File: config.mk
export PLATFORM = sky130hd
export DESIGN_NAME = cascade_sequencer
export DESIGN_NICKNAME = d
export VERILOG_FILES = /design/src/rtl/cascade_sequencer.sv
export SDC_FILE = /design/constraint.sdc
export NUM_CORES = 1
export LEC_CHECK = 0
export CORE_MARGIN = 2
export CORE_UTILIZATION = 40
export CTS_CLUSTER_SIZE = 10
export DETAILED_ROUTE_END_ITERATION = 7
export GPL_ROUTABILITY_DRIVEN = 0
export GPL_TIMING_DRIVEN = 0
export PLACE_DENSITY = 0.79
export SYNTH_ARGS = -nofsm -noshare
export SYNTH_HDL_FRONTEND = slang
export SYNTH_SLANG_ARGS = --single-unit
File: constraint.sdc
create_clock -name clock -period 2.5 [get_ports clock]
set_input_delay 0.5 -clock clock [delete_from_list [all_inputs] [get_ports clock]]
set_output_delay 0.5 -clock clock [all_outputs]
set_load 0.02 [all_outputs]
File: src/rtl/cascade_sequencer.sv
// ---------------------------------------------------------------------------
// cascade_sequencer
//
// Cascade controller for an 8259-style PIC. Holds the ICW3 configuration
// (master: slave-present map, slave: own ID) and follows the INTA pulse
// sequence (8080: three pulses, 8086: two pulses). It drives the CAS bus when
// operating as a master, compares it when operating as a slave, and decides
// whether this device drives the vector byte(s) on each pulse.
//
// Optional feature (compile-time macro CASCADE_TIMEOUT_EN):
//   When defined, an INTA sequence that sees no strobe for TIMEOUT_CYCLES
//   clocks is aborted and ack_timeout pulses for one cycle. When undefined the
//   sequence waits indefinitely and ack_timeout is constant 0.
//
// Ports:
//   clock              in   system clock, rising edge
//   reset_n            in   asynchronous active-low reset
//   write_icw1         in   ICW1 write strobe: clears config, aborts sequence
//   write_icw3         in   ICW3 write strobe: loads internal_data_bus
//   internal_data_bus  in   ICW3 value (NUM_IR bits)
//   single_mode        in   ICW1 SNGL (1 = no cascade)
//   buffered_mode      in   ICW4 BUF
//   buffered_master    in   ICW4 M/S (used when buffered_mode = 1)
//   slave_program_n    in   SP pin (used when buffered_mode = 0)
//   mode_8086          in   ICW4 uPM (1 = two-pulse sequence)
//   inta_fall          in   one-cycle strobe, INTA_n falling edge
//   inta_rise          in   one-cycle strobe, INTA_n rising edge
//   acknowledged_irq   in   one-hot IR being acknowledged
//   cascade_in         in   CAS pins, input side
//   cascade_out        out  CAS pins, output side (registered)
//   cascade_oe         out  CAS output enable (registered)
//   cascade_slave      out  1 = device operates as slave (combinational)
//   ack_active         out  INTA sequence in progress (registered)
//   call_opcode_en     out  drive CALL opcode, 8080 first pulse (registered)
//   vector_drive_en    out  this device drives the vector this pulse (registered)
//   ack_timeout        out  one-cycle pulse on timeout abort (registered)
// ---------------------------------------------------------------------------
module cascade_sequencer #(
    parameter int CAS_WIDTH      = 3,
    parameter int NUM_IR         = 8,
    parameter int TIMEOUT_CYCLES = 255
) (
    input  logic                 clock,
    input  logic                 reset_n,
    input  logic                 write_icw1,
    input  logic                 write_icw3,
    input  logic [NUM_IR-1:0]    internal_data_bus,
    input  logic                 single_mode,
    input  logic                 buffered_mode,
    input  logic                 buffered_master,
    input  logic                 slave_program_n,
    input  logic                 mode_8086,
    input  logic                 inta_fall,
    input  logic                 inta_rise,
    input  logic [NUM_IR-1:0]    acknowledged_irq,
    input  logic [CAS_WIDTH-1:0] cascade_in,
    output logic [CAS_WIDTH-1:0] cascade_out,
    output logic                 cascade_oe,
    output logic                 cascade_slave,
    output logic                 ack_active,
    output logic                 call_opcode_en,
    output logic                 vector_drive_en,
    output logic                 ack_timeout
);

    typedef enum logic [1:0] {
        ST_IDLE = 2'd0,
        ST_P1   = 2'd1,
        ST_P2   = 2'd2,
        ST_P3   = 2'd3
    } state_t;

    // Index of the lowest set bit; 0 when no bit is set.
    function automatic logic [CAS_WIDTH-1:0] lowest_index(input logic [NUM_IR-1:0] vec);
        logic [CAS_WIDTH-1:0] idx;
        idx = '0;
        for (int i = NUM_IR - 1; i >= 0; i--) begin
            idx = vec[i] ? CAS_WIDTH'(i) : idx;
        end
        return idx;
    endfunction

    state_t               state_r;
    state_t               state_next_s;
    logic [NUM_IR-1:0]    cfg_r;
    logic [NUM_IR-1:0]    cfg_next_s;
    logic [NUM_IR-1:0]    sel_irq_r;
    logic [NUM_IR-1:0]    sel_irq_next_s;
    logic                 match_r;
    logic                 match_next_s;
    logic                 timeout_hit_s;
    logic                 fall_s;
    logic                 rise_only_s;

    logic                 master_s;
    logic                 from_slave_next_s;
    logic                 in_seq_next_s;
    logic                 vec_phase_next_s;
    logic                 oe_next_s;
    logic [CAS_WIDTH-1:0] cas_out_next_s;
    logic                 call_next_s;
    logic                 vde_next_s;

    logic [CAS_WIDTH-1:0] cascade_out_r;
    logic                 cascade_oe_r;
    logic                 ack_active_r;
    logic                 call_opcode_en_r;
    logic                 vector_drive_en_r;
    logic                 ack_timeout_r;

    // A falling edge always wins over a coincident rising edge.
    assign fall_s      = inta_fall;
    assign rise_only_s = inta_rise & ~inta_fall;

    assign cascade_slave = single_mode ? 1'b0
                         : (buffered_mode ? ~buffered_master : ~slave_program_n);
    assign master_s      = ~single_mode & ~cascade_slave;

`ifdef CASCADE_TIMEOUT_EN
    localparam int TO_W = $clog2(TIMEOUT_CYCLES + 1);

    logic [TO_W-1:0] to_cnt_r;
    logic [TO_W-1:0] to_cnt_next_s;

    // Quiet-cycle counter: restarts on any strobe, outside a sequence, or on ICW1.
    always_comb begin
        to_cnt_next_s = '0;
        timeout_hit_s = 1'b0;
        if ((state_r == ST_IDLE) || inta_fall || inta_rise || write_icw1) begin
            to_cnt_next_s = '0;
            timeout_hit_s = 1'b0;
        end else begin
            to_cnt_next_s = to_cnt_r + TO_W'(1);
            timeout_hit_s = (to_cnt_next_s == TO_W'(TIMEOUT_CYCLES));
        end
    end

    // Quiet-cycle counter register.
    always_ff @(posedge clock or negedge reset_n) begin
        if (!reset_n) begin
            to_cnt_r <= '0;
        end else begin
            to_cnt_r <= to_cnt_next_s;
        end
    end
`else
    assign timeout_hit_s = 1'b0;
`endif

    // Next config, sequence state and per-sequence latches.
    always_comb begin
        cfg_next_s     = cfg_r;
        state_next_s   = state_r;
        sel_irq_next_s = sel_irq_r;
        match_next_s   = match_r;

        if (write_icw1) begin
            cfg_next_s = '0;
        end else if (write_icw3) begin
            cfg_next_s = internal_data_bus;
        end else begin
            cfg_next_s = cfg_r;
        end

        if (write_icw1) begin
            state_next_s   = ST_IDLE;
            sel_irq_next_s = '0;
            match_next_s   = 1'b0;
        end else if (timeout_hit_s) begin
            state_next_s = ST_IDLE;
        end else begin
            case (state_r)
                ST_IDLE: begin
                    if (fall_s) begin
                        state_next_s   = ST_P1;
                        sel_irq_next_s = acknowledged_irq;
                        match_next_s   = 1'b0;
                    end else begin
                        state_next_s = ST_IDLE;
                    end
                end
                ST_P1: begin
                    if (fall_s) begin
                        state_next_s = ST_P2;
                        // The master presents the slave ID during the first
                        // pulse; it is sampled on the second falling edge.
                        match_next_s = cascade_slave &
                                       (cascade_in == cfg_r[CAS_WIDTH-1:0]);
                    end else begin
                        state_next_s = ST_P1;
                    end
                end
                ST_P2: begin
                    if (fall_s && !mode_8086) begin
                        state_next_s = ST_P3;
                    end else if (rise_only_s && mode_8086) begin
                        state_next_s = ST_IDLE;
                    end else begin
                        state_next_s = ST_P2;
                    end
                end
                ST_P3: begin
                    if (rise_only_s) begin
                        state_next_s = ST_IDLE;
                    end else begin
                        state_next_s = ST_P3;
                    end
                end
                default: begin
                    state_next_s = ST_IDLE;
                end
            endcase
        end
    end

    // Output values for the state being entered, so the registered outputs
    // change on the same edge as the state.
    always_comb begin
        from_slave_next_s = master_s & (|(sel_irq_next_s & cfg_next_s));
        in_seq_next_s     = (state_next_s != ST_IDLE);
        if (mode_8086) begin
            vec_phase_next_s = (state_next_s == ST_P2);
        end else begin
            vec_phase_next_s = (state_next_s == ST_P2) || (state_next_s == ST_P3);
        end

        oe_next_s = in_seq_next_s & from_slave_next_s;
        if (oe_next_s) begin
            cas_out_next_s = lowest_index(sel_irq_next_s & cfg_next_s);
        end else begin
            cas_out_next_s = '0;
        end

        call_next_s = (state_next_s == ST_P1) & ~mode_8086 & ~cascade_slave;

        vde_next_s = vec_phase_next_s &
                     (single_mode |
                      (master_s & ~from_slave_next_s) |
                      (cascade_slave & match_next_s));
    end

    // State, configuration and latch registers.
    always_ff @(posedge clock or negedge reset_n) begin
        if (!reset_n) begin
            state_r   <= ST_IDLE;
            cfg_r     <= '0;
            sel_irq_r <= '0;
            match_r   <= 1'b0;
        end else begin
            state_r   <= state_next_s;
            cfg_r     <= cfg_next_s;
            sel_irq_r <= sel_irq_next_s;
            match_r   <= match_next_s;
        end
    end

    // Registered outputs.
    always_ff @(posedge clock or negedge reset_n) begin
        if (!reset_n) begin
            cascade_out_r     <= '0;
            cascade_oe_r      <= 1'b0;
            ack_active_r      <= 1'b0;
            call_opcode_en_r  <= 1'b0;
            vector_drive_en_r <= 1'b0;
            ack_timeout_r     <= 1'b0;
        end else begin
            cascade_out_r     <= cas_out_next_s;
            cascade_oe_r      <= oe_next_s;
            ack_active_r      <= in_seq_next_s;
            call_opcode_en_r  <= call_next_s;
            vector_drive_en_r <= vde_next_s;
            ack_timeout_r     <= timeout_hit_s & ~write_icw1;
        end
    end

    assign cascade_out     = cascade_out_r;
    assign cascade_oe      = cascade_oe_r;
    assign ack_active      = ack_active_r;
    assign call_opcode_en  = call_opcode_en_r;
    assign vector_drive_en = vector_drive_en_r;
    assign ack_timeout     = ack_timeout_r;

endmodule
Word level (Yosys, flattened, before mapping)
Cells that the tools add are included.

Equality and inequality tests: 7. Muxes and demuxes: 28. Bitwise gates (word level): 20. Reduce and logical (&&, ||, !) cells: 7.

Operator list (count): 8-bit 2-to-1 mux (5); 3-bit 2-to-1 mux (9); 1-bit AND (10); 2-bit 2-to-1 mux (5); 8-bit AND (1); 2-bit == test (second input constant) (4); 2-bit one-hot mux with 4 select lines (1); 8-bit OR reduction (1); 1-bit 2-to-1 mux (7); 1-bit inverter (7); 2-bit by 1-bit == test with 1-bit output (second input constant) (2); 3-bit == test (1); 1-bit logical AND (2); 2-bit logical NOT (1); 1-bit OR (2); 1-bit one-hot mux with 2 select lines (1); 2-bit nonzero test (1); 1-bit logical NOT (1); 1-bit logical OR (1).

Bits in registers: 26. Logic and storage cells: 71.

Depth between registers and ports, before layout
Gate-level depths: netlist of the first run.

Depth after elaboration: 13. Gate-level depth with buffers: 7. Gate-level depth less buffers: 5.

Worst setup path after synthesis of the first run
Ideal clock, no wire load.

Kind: in2reg. Start point: in inta_fall. End point: reg cascade_oe_r, in the netlist cascade_oe. Data arrival time: 1663 ps. Required time: 2380 ps. Path slack: 718 ps. Stages on the path: 6. Path buffers: 1. Cell sequence: nor3b_2 > buf_6 > mux2_4 > o2bb2ai_2 > nand4bb_4 > and3_1.

Word-level cells in the longest chain between the ends: 9. Elaborated cells on any way between the ends: 19. Classes of those cells: mux (10); bitwise (5); reduce/logical (4).

Ends and longest elaborated chain: start: declaration (line 53) `input logic inta_fall,`; 1-bit inverter (line 113) `assign rise_only_s = inta_rise & ~inta_fall;`; 1-bit AND (line 113); 1-bit logical AND (line 196) `end else if (rise_only_s && mode_8086) begin`; 2-bit 2-to-1 mux (line 196); 2-bit 2-to-1 mux (line 194) `if (fall_s && !mode_8086) begin`; 2-bit one-hot mux with 4 select lines (line 172) `case (state_r)`; 2-bit 2-to-1 mux (line 165) `if (write_icw1) begin`; 2-bit nonzero test (line 220) `in_seq_next_s = (state_next_s != ST_IDLE);`; 1-bit AND * (line 227) `oe_next_s = in_seq_next_s & from_slave_next_s;`; named net oe_next_s (line 99) `logic oe_next_s;`; end signal: assignment (line 268) `cascade_oe_r <= oe_next_s;`; end: declaration (line 105) `logic cascade_oe_r;`.

The timed path passes the listed nets; every way through them passes the cells marked *.

Final worst setup path of the first run
Start point: in buffered_mode. End point: out cascade_slave.

Word-level cells in the longest chain between the ends: 2.

Ends and longest elaborated chain: start: declaration (line 49) `input logic buffered_mode,`; 1-bit 2-to-1 mux (line 116) `: (buffered_mode ? ~buffered_master : ~slave_program_n);`; 1-bit 2-to-1 mux (line 115) `assign cascade_slave = single_mode ? 1'b0`; end: declaration (line 59) `output logic cascade_slave,`.

No other way between the ends.

==> PnR_summary.wiki, run 1 <==
{| class="wikitable"
! Metric !! Value
|-
| Hold WC Path Type || reg2reg
|-
| Post-cts sizing count || 2
|-
| Final critical-path required period || 2320 ps
|-
| I/O pins || 39
|-
| Placed Instance Area || 1810 sq um
|-
| Growth of design area from synthesis to finish || 32.8%
|-
| Remaining DRCs || 0
|-
| Power density normalized to cell area || 470 nW/um^2
|-
| Pin count of the biggest net entering global routing || 27
|-
| Clock net sink count || 26
|-
| Sum of overflow across all layers after global routing || 0
|-
| Clock tree from TritonCTS || built
|-
| Kind of capture point of the worst setup path || output pin
|-
| Overall die height || 63.0 um
|-
| Post-synth design cell area || 1390 sq um
|-
| Total die area || 3970 sq um
|-
| Post-synthesis cell type with the largest combined area || dfrtp_1
|-
| Vias/cell || 5.01
|-
| Post-Route WL || 2.93 mm
|-
| Slew HR || 22.5%
|-
| Count of non-filler cells in the finished layout || 208
|-
| Filler Cells Inserted || 302
|-
| # diodes || 0
|-
| Endpoint of the lowest-slack register-to-register path || cascade_out[0]$_DFF_PN0_
|-
| Register-to-Register Setup Slack || 550 ps
|-
| Number of instances in the synthesized netlist || 122
|-
| Wire length per cell || 14.1 um
|-
| CP max stage cell || clkdlybuf4s50_1
|-
| Post-synth top area share || 46.8%
|-
| Most common cell in the synthesized netlist || dfrtp_1
|-
| Port Buf Inserts || 36
|-
| Number of nets at the end of the flow || 193
|-
| Area taken by multi-input logic gates || 696 sq um
|-
| Die span in x || 63.0 um
|-
| Category of the worst setup path launch point || primary input
|-
| Max Fanout on Critical Path || 3
|-
| Final number of hold-violating endpoints || 0
|-
| Timing-limited maximum frequency || 0.432 GHz
|-
| Starting density of the core || 41.7%
|-
| Total global-route track usage || 16.3%
|-
| Max-Cap Viols || 0
|-
| Worst min-delay path endpoint || sel_irq_r[4]$_DFF_PN0_
|-
| Half-perimeter wire length of the detailed placement result || 2.31 mm
|-
| Global-route wire length before repair || 5.02 mm
|-
| Average cell area after synthesis || 11.4 sq um
|-
| Worst IR Drop VDD || 0.201 mV
|-
| Reg clk slew, reported paths || 130 ps
|-
| Synthesized net count || 152
|-
| Storage cell area || 651 sq um
|-
| Largest stage delay, worst path || 490 ps
|-
| Hold buffer count at CTS || 0
|-
| CP arrival || 1820 ps
|-
| First-pass DRT Iterations || 4
|-
| Final instance area || 1850 sq um
|-
| Row cnt || 21
|-
| # placed instances || 204
|-
| Total power draw || 0.869 mW
|-
| EDFF count, synth || 0
|-
| Number of global-route vias before repair || 1,120
|-
| Final core utilization || 55.4%
|-
| Root Buffer Master || clkbuf_4
|-
| Number of CTS-inserted buffers || 3
|-
| Post-synthesis async set-or-reset flop share || 100%
|-
| H-tree level count || 1
|-
| Unrepaired setup endpoints after global routing || false
|-
| Post-CTS repair timing setup buffer count || 0
|-
| Fraction of layout instances using a drive strength above 1 || 16.7%
|-
| Worst reg2reg path startpoint || state_r[1]$_DFF_PN0_
|-
| Transition time at the pin with the least slew margin || 1160 ps
|-
| Synth Register Bits || 26
|-
| Worst setup skew after layout || 9.64 ps
|-
| Predominant post-synthesis flop cell || dfrtp_1
|-
| Setup Viol. Count Final || 0
|-
| Synth area leaders || dfrtp_1 (47%), mux2i_1 (9.4%), nand2b_1 (6.7%)
|-
| Setup slack after placement || -97.1 ps
|-
| Final worst path period share || 92.7%
|-
| Sum Neg Setup Slack || 0 ps
|-
| Worst reg2reg path depth || 6
|-
| Unique masters post-synth || 37
|-
| Standard cell core area || 3340 sq um
|-
| Critical Path, Cell by Cell || clkdlybuf4s50_1 > mux2i_2 > nand2b_1 > inv_1 > dlygate4sd2_1
|-
| Number of warnings issued by yosys || 0
|-
| Setup slack of the critical path after layout || 183 ps
|-
| Sequential fraction of the synthesis area || 46.8%
|-
| Minimum hold slack || 580 ps
|-
| Antenna violations before repair || 0
|-
| Type of the setup path with the least slack || in2out
|-
| Max-slew violation count || 0
|-
| Via count of the routed design || 1,043
|-
| Count of nets left with antenna violations after detail routing || 0
|-
| Leakage power || 0.815 nW
|-
| Clk Latency, worst-skew pair || 320 ps
|-
| WP data required || 2000 ps
|-
| Max clock buf depth || 2
|-
| Critical hold path startpoint || sel_irq_r[4]$_DFF_PN0_
|-
| Cell types with the highest counts after synthesis || dfrtp_1 (26), nand2b_1 (15), mux2i_1 (13)
|-
| Initial DRC Count || 48
|-
| Run status || finished clean
|-
| Worst hold path stage count || 2
|}
## worst max path at each step
stage	to	cells past startpoint	slack [ps]	from
detailed placement	cascade_slave	5	-100	buffered_mode
floorplan	cascade_oe$_DFF_PN0_	6	720	inta_fall
global route	cascade_slave	5	80	buffered_mode
global placement	cascade_slave	5	-50	buffered_mode
CTS	cascade_slave	5	170	buffered_mode
finish	cascade_slave	5	180	buffered_mode
## cell families after synthesis
logic type | count (synthesis) | synth area share, %
flip-flops | 26 | 46.8
multiplexers | 17 | 13.2
AND/OR/NAND/NOR | 45 | 20.2
other | 1 | 0.270
XOR/XNOR | 3 | 1.89
buffers and inverters | 9 | 3.51
AO/OA/AOI/OAI | 21 | 14.1
## area by class of cell
class,instances,area share [%]
Buffer,5,1.83
Clock buffer,4,1.96
Inverter,4,0.812
Multi-Input combinational cell,87,37.6
Sequential cell,26,35.2
Tap cell,46,3.11
Timing Repair Buffer,36,19.4
## cells in the final DEF, fill, tap and decap left out, types with 2 or more instances in the layout
cell type         n
clkbuf_4          3
clkdlybuf4s50_1  35
mux2i_1          12
nor2_1           11
inv_1             4
mux2i_2           3
buf_2             3
xnor2_1           3
dfrtp_1          26
a21oi_1           3
nand2_1           5
and2_1            5
nand2b_1         15
and3b_2           2
o21ai_0           5
a22oi_1           2
## state kept, by name, indices dropped and copies added (netlist names)
signal           flops
call_opcode_en       1
match_r              1
state_r              2
cascade_oe           1
cascade_out          3
cfg_r                8
vector_drive_en      1
sel_irq_r            8
ack_active           1
## layer usage
layer	up-vias	share of wire, %	GRT usage, %
met5	-	0	0
met1	495	41	18.9
met4	0	3.5	8.33
met2	33	51	28.6
met3	8	4.9	2.70
li1	507	-	-
## critical path, delay by kind of cell
family,cells,cell delay [ps]
muxes,1,270
buffers and inverters,3,910
and+or+nand+nor,1,140
## power by group
| part | leakage, nW | total [mW] | internal [mW] | switching (mW) |
|---|---|---|---|---|
| combinational | 0.444 | 0.202 | 0.107 | 0.0945 |
| clock | 0.0210 | 0.211 | 0.0891 | 0.122 |
| sequential | 0.350 | 0.456 | 0.444 | 0.0125 |
Power figures use the tool's default switching activity.
==> run 2: changes to the inputs <==
CORE_UTILIZATION = 47   (was 40)
PLACE_DENSITY = 0.89   (was 0.79)
==> run 2 against run 1 <==
Non-clock buffer count unchanged. Via count is 0.86% higher. Largest cell class unchanged. Flip-flop and latch count is the same. Clock-buffer cell count decreased by 1. Setup slack worse by 12 ps. Global-route usage grew 2.7 points.
==> PnR_summary.wiki, run 2 (synthesis gave the netlist of run 1 again) <==
{| class="wikitable"
! Metric !! Value
|-
| Run status || finished clean (unchanged)
|-
| Critical path endpoint || cascade_slave (unchanged)
|-
| # diodes || 0 (unchanged)
|-
| Root Buffer Master || clkbuf_4 (unchanged)
|-
| First-pass DRT Iterations || 4 (unchanged)
|-
| Timing-limited maximum frequency || 0.429 GHz (was 0.432 GHz)
|-
| Total power draw || 0.831 mW (was 0.869 mW)
|-
| Row cnt || 19 (was 21)
|-
| Relative contribution of sequential cells to total power || 55.0% (was 52.5%)
|-
| Initial DRC Count || 19 (was 48)
|-
| Half-perimeter wire length of the detailed placement result || 2.29 mm (was 2.31 mm)
|-
| Internal power || 0.607 mW (was 0.640 mW)
|-
| Category of the worst setup path launch point || primary input (unchanged)
|-
| Count of nets left with antenna violations after detail routing || 0 (unchanged)
|-
| Fraction of layout instances using a drive strength above 1 || 15.5% (was 16.7%)
|-
| Worst IR Drop VDD || 0.269 mV (was 0.201 mV)
|-
| Via count of the routed design || 1,052 (was 1,043)
|-
| Clock net sink count || 26 (unchanged)
|-
| Number of CTS-inserted buffers || 3 (unchanged)
|-
| H-tree level count || 1 (unchanged)
|-
| Most frequent standard cell in the layout excluding fill and tap cells || clkdlybuf4s50_1 (unchanged)
|-
| Final number of hold-violating endpoints || 0 (unchanged)
|-
| Net switching power || 0.224 mW (was 0.229 mW)
|-
| WP data required || 2000 ps (about the same)
|-
| Register-to-Register Setup Slack || 560 ps (was 550 ps)
|-
| Transition time at the pin with the least slew margin || 1140 ps (was 1160 ps)
|-
| CP arrival || 1830 ps (was 1820 ps)
|-
| Sum Neg Setup Slack || 0 ps (unchanged)
|-
| Setup Viol. Count Final || 0 (unchanged)
|-
| Wire length per cell || 15.2 um (was 14.1 um)
|-
| Setup slack after placement || -85.5 ps (was -97.1 ps)
|-
| Number of nets at the end of the flow || 193 (unchanged)
|-
| Critical Path, Cell by Cell || clkdlybuf4s50_1 > mux2i_1 > nand2b_1 > inv_1 > dlygate4sd2_1 (was clkdlybuf4s50_1 > mux2i_2 > nand2b_1 > inv_1 > dlygate4sd2_1)
|-
| Worst hold path stage count || 2 (unchanged)
|-
| Reg clk slew, reported paths || 120 ps (was 130 ps)
|-
| Share of power burned in combinational logic || 24.1% (was 23.2%)
|-
| Remaining DRCs || 0 (unchanged)
|-
| Number of global-route vias before repair || 1,066 (was 1,120)
|-
| Pin count of the biggest net entering global routing || 27 (unchanged)
|-
| Antenna violations before repair || 0 (unchanged)
|-
| Largest stage delay, worst path || 470 ps (was 490 ps)
|-
| Vias/cell || 5.48 (was 5.01)
|-
| Setup slack of the critical path after layout || 171 ps (was 183 ps)
|-
| Max clock buf depth || 2 (unchanged)
|-
| Crit. Startpoint || buffered_mode (unchanged)
|-
| Post-CTS repair timing setup buffer count || 0 (unchanged)
|-
| Clock Power Share || 21.0% (was 24.3%)
|-
| Worst reg2reg path startpoint || state_r[1]$_DFF_PN0_ (unchanged)
|-
| Clock tree from TritonCTS || built (unchanged)
|-
| Global-route wire length before repair || 4.88 mm (was 5.02 mm)
|-
| Post-Route WL || 2.92 mm (was 2.93 mm)
|-
| Final worst path period share || 93.2% (was 92.7%)
|-
| Hold WC Path Type || reg2reg (unchanged)
|-
| I/O pins || 39 (unchanged)
|-
| Starting density of the core || 50.0% (was 41.7%)
|-
| Port Buf Inserts || 36 (unchanged)
|-
| Share of total power consumed by net switching || 27.0% (was 26.4%)
|-
| CP max stage cell || clkdlybuf4s50_1 (unchanged)
|-
| Slew HR || 23.5% (was 22.5%)
|-
| Final critical-path required period || 2330 ps (was 2320 ps)
|-
| Unrepaired setup endpoints after global routing || false (unchanged)
|-
| Overall die height || 58.4 um (was 63.0 um)
|-
| Die span in x || 58.4 um (was 63.0 um)
|-
| Total global-route track usage || 19.0% (was 16.3%)
|-
| Total die area || 3410 sq um (was 3970 sq um)
|-
| Sum of overflow across all layers after global routing || 0 (unchanged)
|-
| Leakage power || 0.810 nW (was 0.815 nW)
|-
| Clk Latency, worst-skew pair || 320 ps (about the same)
|-
| Kind of capture point of the worst setup path || output pin (unchanged)
|-
| Endpoint of the lowest-slack register-to-register path || cascade_oe$_DFF_PN0_ (was cascade_out[0]$_DFF_PN0_)
|-
| Max Fanout on Critical Path || 3 (unchanged)
|-
| Critical hold path startpoint || sel_irq_r[1]$_DFF_PN0_ (was sel_irq_r[4]$_DFF_PN0_)
|-
| Max-Cap Viols || 0 (unchanged)
|-
| Type of the setup path with the least slack || in2out (unchanged)
|-
| Most frequent cells in the layout || clkdlybuf4s50_1 (35), dfrtp_1 (26), nand2b_1 (15), mux2i_1 (13), nor2_1 (11) (was clkdlybuf4s50_1 (35), dfrtp_1 (26), nand2b_1 (15), mux2i_1 (12), nor2_1 (11))
|-
| Power density normalized to cell area || 459 nW/um^2 (was 470 nW/um^2)
|-
| Worst reg2reg path depth || 6 (unchanged)
|-
| Worst setup skew after layout || 6.51 ps (was 9.64 ps)
|-
| Growth of design area from synthesis to finish || 30.2% (was 32.8%)
|-
| Standard cell core area || 2780 sq um (was 3340 sq um)
|-
| Max-slew violation count || 0 (unchanged)
|}
run 2: cell types whose count changed in the layout (fill, tap and decap cells not counted):
cell,before,now
clkbuf_8,1,0
mux2i_1,12,13
mux2i_2,3,2
run 2: worst min-delay path by stage:
| stage | slack (ps) | end |
|---|---|---|
| finish | 580 | sel_irq_r[1]$_DFF_PN0_ |
| global route | 620 | sel_irq_r[5]$_DFF_PN0_ |
| CTS | 590 | sel_irq_r[1]$_DFF_PN0_ |
| detailed placement | 560 | sel_irq_r[6]$_DFF_PN0_ |
| global placement | 560 | sel_irq_r[6]$_DFF_PN0_ |
| floorplan | 200 | ack_active$_DFF_PN0_ |
run 2: through the flow:
step           hold WS, ps  utilization, %  area (sq um)  std cells
6_report               585            65.1          1810        192
5_1_grt                622            65.1          1810        192
4_1_cts                588            65.1          1810        192
3_5_place_dp           561            64.4          1790        189
3_3_place_gp           555            64.4          1790        189
2_1_floorplan          204               -          1390        122
run 2: timing repair:
action | CTS | global route
gates resized for setup | 1 | 0
setup endpoints to repair | 1 | 0
hold buffers | 0 | 0
run 2: power groups by stage:
stage	Sequential, mW	Clock [mW]	Combinational [mW]
floorplan	0.466	0	0.111
global placement	0.462	0	0.194
detailed placement	0.465	0	0.201
CTS	0.457	0.177	0.201
global route	0.460	0.197	0.216
finish	0.457	0.174	0.200
run 2: layout make-up:
cell class | instances | area, sq um
well taps | 31 | 38.8
flip-flops and latches | 26 | 651
plain buffers | 5 | 33.8
clock buffers | 3 | 22.5
repair buffers | 36 | 359
multi-input cells | 87 | 692
inverters | 4 | 15.0
fillers | 233 | 970
run 2: worst max-delay path: cells and delay by family:
kind / cells / cell delay [ps]
buffers and inverters: 3 / 900
muxes: 1 / 290
and+or+nand+nor: 1 / 130
run 2: layer usage:
layer | up-vias | part of all wire (%) | track usage [%]
met5 | - | 0 | 0
met1 | 505 | 41 | 22.4
met3 | 8 | 5.8 | 3.74
met2 | 36 | 51 | 33.2
met4 | 0 | 2.5 | 8.64
li1 | 503 | - | -
